<file path="config.mk">
export PLATFORM = sky130hd
export DESIGN_NAME = ucsbece152a_count_ctrl
export DESIGN_NICKNAME = d
export VERILOG_FILES = /design/src/rtl/ucsbece152a_count_ctrl.sv
export SDC_FILE = /design/constraint.sdc
export NUM_CORES = 1
export LEC_CHECK = 0
export BUFFER_PORTS_ARGS = -buffer_cell sky130_fd_sc_hd__buf_2
export CAP_MARGIN = 40
export CORE_UTILIZATION = 61
export CTS_BUF_LIST = sky130_fd_sc_hd__clkbuf_16
export CTS_CLUSTER_SIZE = 20
export DETAILED_ROUTE_END_ITERATION = 10
export PLACE_DENSITY_LB_ADDON = 0.2
export SYNTH_ARGS = -nofsm -noshare
export SYNTH_HDL_FRONTEND = slang
export SYNTH_SLANG_ARGS = --single-unit
</file>
<file path="constraint.sdc">
create_clock -name clk -period 2.8 [get_ports clk]
set_input_delay 0.42 -clock clk [delete_from_list [all_inputs] [get_ports clk]]
set_output_delay 0.42 -clock clk [all_outputs]
set_load 0.03 [all_outputs]
</file>
<file path="src/rtl/ucsbece152a_count_ctrl.sv">
// Step/direction input conditioner for the up/down counter.
// Synchronizes and debounces a push-button and a direction switch, and turns presses into one-cycle step pulses with auto-repeat.
module ucsbece152a_count_ctrl #(
   parameter int unsigned DEBOUNCE_CYCLES = 4,
   parameter bit          REPEAT_EN       = 1'b1,
   parameter int unsigned REPEAT_DELAY    = 10,
   parameter int unsigned REPEAT_PERIOD   = 3
) (
   input  logic clk,
   input  logic rst,
   input  logic btn_i,
   input  logic sw_dir_i,
   output logic step_o,
   output logic dir_o
);

   localparam int unsigned CW   = $clog2(DEBOUNCE_CYCLES) + 1;
   localparam int unsigned TMAX = (REPEAT_DELAY > REPEAT_PERIOD) ? REPEAT_DELAY : REPEAT_PERIOD;
   localparam int unsigned TW   = $clog2(TMAX) + 1;
   localparam int unsigned NCH  = 2;

   typedef enum logic [1:0] {IDLE, DELAY, REPEAT} state_t;

   // Channel 0 is the button, channel 1 the direction switch.
   logic [NCH-1:0] raw;
   logic [NCH-1:0] s1, s2, stable, stable_next;
   logic [CW-1:0]  cnt      [NCH];
   logic [CW-1:0]  cnt_next [NCH];

   state_t        state, state_next;
   logic [TW-1:0] timer, timer_next;
   logic          step_next;
   logic          btn_now, btn_new;

   assign raw     = {sw_dir_i, btn_i};
   assign btn_now = stable[0];
   assign btn_new = stable_next[0];
   assign dir_o   = stable[1];

   // Debounce: accept a change only after DEBOUNCE_CYCLES consecutive disagreeing samples.
   always_comb begin
      for (int i = 0; i < NCH; i++) begin
         stable_next[i] = stable[i];
         cnt_next[i]    = '0;
         if (s2[i] != stable[i]) begin
            if (cnt[i] == CW'(DEBOUNCE_CYCLES - 1)) begin
               stable_next[i] = s2[i];
            end else begin
               cnt_next[i] = cnt[i] + CW'(1);
            end
         end
      end
   end

   always_ff @(posedge clk or posedge rst) begin
      if (rst) begin
         s1     <= '0;
         s2     <= '0;
         stable <= '0;
         for (int i = 0; i < NCH; i++) begin
            cnt[i] <= '0;
         end
      end else begin
         s1     <= raw;
         s2     <= s1;
         stable <= stable_next;
         for (int i = 0; i < NCH; i++) begin
            cnt[i] <= cnt_next[i];
         end
      end
   end

   // Step FSM looks at the debounced value being loaded this edge so the pulse aligns with it.
   always_comb begin
      state_next = state;
      timer_next = timer;
      step_next  = 1'b0;
      case (state)
         IDLE: begin
            if (btn_new && !btn_now) begin
               step_next  = 1'b1;
               state_next = DELAY;
               timer_next = TW'(REPEAT_DELAY - 1);
            end
         end
         DELAY: begin
            if (!btn_new) begin
               state_next = IDLE;
            end else if (timer == '0) begin
               if (REPEAT_EN) begin
                  step_next  = 1'b1;
                  state_next = REPEAT;
                  timer_next = TW'(REPEAT_PERIOD - 1);
               end
            end else begin
               timer_next = timer - TW'(1);
            end
         end
         REPEAT: begin
            if (!btn_new) begin
               state_next = IDLE;
            end else if (timer == '0) begin
               step_next  = 1'b1;
               timer_next = TW'(REPEAT_PERIOD - 1);
            end else begin
               timer_next = timer - TW'(1);
            end
         end
         default: begin
            state_next = IDLE;
         end
      endcase
   end

   always_ff @(posedge clk or posedge rst) begin
      if (rst) begin
         state  <= IDLE;
         timer  <= '0;
         step_o <= 1'b0;
      end else begin
         state  <= state_next;
         timer  <= timer_next;
         step_o <= step_next;
      end
   end

endmodule

</file>
Word-level counts from Yosys, hierarchy flattened
Cells that the tools add are included.
- add/subtract/negate cells: 3
- eq/ne operators: 10
- muxes and demuxes: 19
- reduce and logical (&&, ||, !) cells: 9
- operator list (kind ; count):
    $mux 5 ; 3
    $mux 3 ; 4
    $pmux 5 s2 ; 1
    $mux 2 ; 4
    $add 3x1->3 const B ; 2
    $eq 3x2->1 const B ; 2
    $pmux 2 s3 ; 1
    $reduce_and 3->1 ; 2
    $logic_not 5->1 ; 1
    $mux 1 ; 5
    $sub 5x1->5 const B ; 1
    $ne 2x2->1 const B ; 2
    $ne 3x3->1 const B ; 1
    $eq 2x1->1 const B ; 1
    $eq 2x2->1 const B ; 1
    $logic_not 2->1 ; 1
    $ne 1x1->1 ; 2
    $ne 2x1->1 const B ; 1
    $pmux 1 s2 ; 1
    $reduce_and 2->1 ; 1
    $reduce_bool 2->1 ; 1
    $reduce_or 2->1 ; 1
    $logic_and 1x1->1 ; 1
    $logic_not 1->1 ; 1
- register bits: 20
- logic and storage cells: 50
- output and inout port bits: 2
- input port bits: 4

Longest topological paths before layout
- depth in word-level cells: 6
- mapped depth: 6
- depth with buffers taken out: 6

Least setup slack after synthesis
Ideal clock, no wire load.
- path type: register to register
- from: register timer[0]
- to: register state[0]
- clock period less this slack: 1.703 ns
- setup time: 0.125 ns
- data required time: 2.675 ns
- arrival: 1.577 ns
- setup slack: 1.097 ns
- stages on the path, launching flop included: 7
- path through: dfrtp_1 > inv_1 > ha_1 > or4b_4 > a21oi_2 > o21ai_2 > mux2_4
- cells in the longest elaborated chain, start to end: 3
- RTL lines (item ; RTL line ; text):
    start: declaration ; 31 ; logic [TW-1:0] timer, timer_next;
    start signal: assignment ; 122 ; timer <= timer_next;
    $logic_not 5->1 ; 89 ; end else if (timer == '0) begin
    $ne 3x3->1 (no line) ; -- ;
    $reduce_and 3->1 (no line) ; -- ;
    end signal: assignment ; 121 ; state <= state_next;
    end: declaration ; 30 ; state_t state, state_next;
Every way passes these cells.
A chain may end at the register's enable or synchronous reset.

Worst setup path in the final report
Ends and elaborated chain as after synthesis.

==> metrics <==
FF+latch count, synth=20; total track usage=0.231; Worst-Skew Late Latency=0.25 ns; Worst Path Required=approximately 3 ns; Worst-path clk slew=0.06 ns; Worst Setup SP=timer[0]; Min Clock Period, post-route=1.83 ns; type of the worst min-delay path=in -> reg; largest net degree at the start of global routing=21; status=finished, final reports clean; startpoint class of the critical path=register; Async S/R FF share, synth=1.00; setup violators final=0; setup bufs post-CTS=0; Cell variety after synth=30; FP Rows=13; final WL=1650 um; period utilization=0.653; sequential cell area=500 um2; clk root buf=clkbuf_16; critical path class=reg -> reg; reg2reg setup slack=between 0.9 and 1 ns; Worst VDD drop=0.000662 V; Max FO, Critical Path=4; placer congestion estimate=0.801; DIE AREA=0.00172 mm2; sequential fraction of the synthesis area=0.526; dpl hpwl=1120 um; Arr. time, crit path=1.96 ns; Avg Cell Area, Syn=approximately 12 um2; Lkg Pwr=roughly 0.53 nW; CP Cell Sequence=inv_1 -> ha_1 -> or4b_4 -> a21oi_2 -> o21ai_2 -> mux2_4; post-route cell area=0.00110 mm2; CP top delay family=simple AND/OR/NAND/NOR gates; max_cap viols=0; n_diodes=0; layout cells sized above 1=0.211; vias in the first global route=661; worst rel slew slack=0.521; placed cells=101; Max clock buf depth=2; IO Pins=6; nets=~100; TritonRoute pass-1 iters=4; Layout area overhead=15.6%; Mapped Nets=93; die height=41.5 um; PostCTS Resize Cnt=0; post-route setup TNS=0 ns; WHS Endpoint=s1[1]; final hold vios=0; Finished Core Util=0.796; Hold Crit Start=sw_dir_i; post-DR wirelength/cell=around 16 um; skew final=0.00347 ns; CTS tree=done; Largest stage delay, worst path=0.51 ns; Fill cells=89; Hold Buf Count CTS=0; Final Slew Violations=0; P per Cell Area=around 1200 mW/mm2; worst hold path depth=1; vias per cell=6.00; Reg2Reg Capture Point=state[0]; CTS Buf Count=3; footprint of the multi-input gates=425 um2; Non-Filler Instances=105; Crit path buffers/inverters=1; clock sinks=20; Tightest Pin Transition=0.718 ns; Synth warnings=0; DR iter-0 viols=13; core area=0.00138 mm2; vias=630; Post-Place Cell Area=996 um2; Final ANT Viol Nets=0; PortBufs=5; Post-synth EDFFs=0; Starting Density=0.689; Reg2Reg Depth=6; CTS H-tree depth=1; Fin Hold WS=approximately 0.27 ns; aggregate global routing overflow=0; CP endpoint kind=register; Synth Flop Type=dfrtp_1; Worst R2R Start=timer[0]; # DRC=0; FMAX=547 MHz; synthesized netlist cell count=81; Die Width=41.5 um; first-pass GRT wire length=2930 um; mapped cell area=952 um2; RSZ-0062 raised after global routing=no; antenna violations before repair=0; slowest CP cell=or4b_4
-- cells in the final DEF (no fill, tap or decap) --
master / Yosys / layout
nor2_1: 3 / 3
mux2_4: 1 / 1
bufinv_16: 0 / 1
ha_1: 8 / 8
or4b_4: 1 / 1
dfrtp_1: 20 / 20
clkbuf_16: 0 / 3
o32ai_1: 1 / 1
mux2i_2: 1 / 1
mux2_2: 1 / 1
a21boi_2: 1 / 1
nand2_1: 3 / 3
nand2b_1: 3 / 3
nand2b_2: 1 / 1
o21ai_2: 2 / 2
o21ai_1: 1 / 1
a31oi_1: 1 / 1
nor2b_1: 2 / 2
a21oi_2: 1 / 1
a22o_1: 2 / 2
a21oi_1: 3 / 3
inv_2: 1 / 1
nor3_1: 4 / 4
mux2i_1: 1 / 1
xnor2_1: 2 / 2
inv_1: 6 / 6
and2_1: 1 / 1
nor3b_1: 4 / 4
nand4_1: 1 / 1
o21ai_0: 2 / 2
buf_2: 0 / 5
a32oi_1: 1 / 1
nand3_1: 2 / 2
-- how the worst max path moves through the flow --
stage	slack [ns]	depth (start not counted)	end
final	0.97	6	state[0]
after global routing	0.83	6	timer[0]
after CTS	0.97	6	state[0]
after detailed placement	0.99	6	timer[0]
after global placement	0.99	6	state[0]
after floorplan	1.10	6	state[0]
-- cell usage after synthesis (2+ instances only) --
| cell type | count | area, um2 |
|---|---|---|
| a21oi_1 | 3 | 15.0 |
| a22o_1 | 2 | 17.5 |
| dfrtp_1 | 20 | 500 |
| ha_1 | 8 | 100 |
| inv_1 | 6 | 22.5 |
| nand2_1 | 3 | 11.3 |
| nand2b_1 | 3 | 18.8 |
| nand3_1 | 2 | 10.0 |
| nor2_1 | 3 | 11.3 |
| nor2b_1 | 2 | 12.5 |
| nor3_1 | 4 | 20.0 |
| nor3b_1 | 4 | 30.0 |
| o21ai_0 | 2 | 10.0 |
| o21ai_2 | 2 | 17.5 |
| xnor2_1 | 2 | 17.5 |
-- sequential cells by signal, indices dropped and copies added (netlist names) --
register,count
cnt,6
s1,2
s2,2
stable,2
state,2
step_o,1
timer,5
-- kinds of logic (layout without fill, tap and decap cells) --
kind of cell | after synthesis | count (layout) | share of synthesized area
buffers and inverters | 7 | 16 | 0.0276
AOI/OAI and AO/OA | 15 | 15 | 0.114
DFF | 20 | 20 | 0.526
muxes | 4 | 4 | 0.0526
adders and majority gates | 8 | 8 | 0.105
xor gates and xnor gates | 2 | 2 | 0.0184
and+or+nand+nor | 25 | 25 | 0.156
-- power by group --
group,switching [mW],internal (mW)
clock network,0.103,0.283
registers,0.0652,0.365
logic,0.282,0.206
total,0.450,0.854
-- cell type report --
type,count,share of cell area
clock buffer,3,0.0682
inverter,7,0.0239
tap,15,0.0170
clock inverter,1,0.0273
multi-input combinational,54,0.386
timing repair buffer,5,0.0227
sequential,20,0.455
-- layer usage --
layer  global-route usage  share of wire  vias up  wire [um]
li1                     -              -      301          -
met1                0.282           0.43      308        712
met2                0.384           0.52       19        856
met3               0.0522          0.036        2         60
met4                0.110         0.0091        0         15
met5                    0              0        -          0
-- stage by stage --
step | power (mW) | setup slack [ns]
4_1_cts | 1.31 | 0.969
6_report | 1.30 | 0.971
2_1_floorplan | 0.800 | 1.10
3_5_place_dp | 0.903 | 0.990
5_1_grt | 1.39 | 0.835
3_3_place_gp | 0.882 | 0.994
-- worst reg2reg max path: stages (launching register included) --
cell and delay [ns]:
dfrtp_1 0.39, inv_1 0.08, ha_1 0.19, or4b_4 0.51, a21oi_2 0.18, o21ai_2 0.07
mux2_4 0.30
Note: power is estimated with default switching activity, not from simulation.
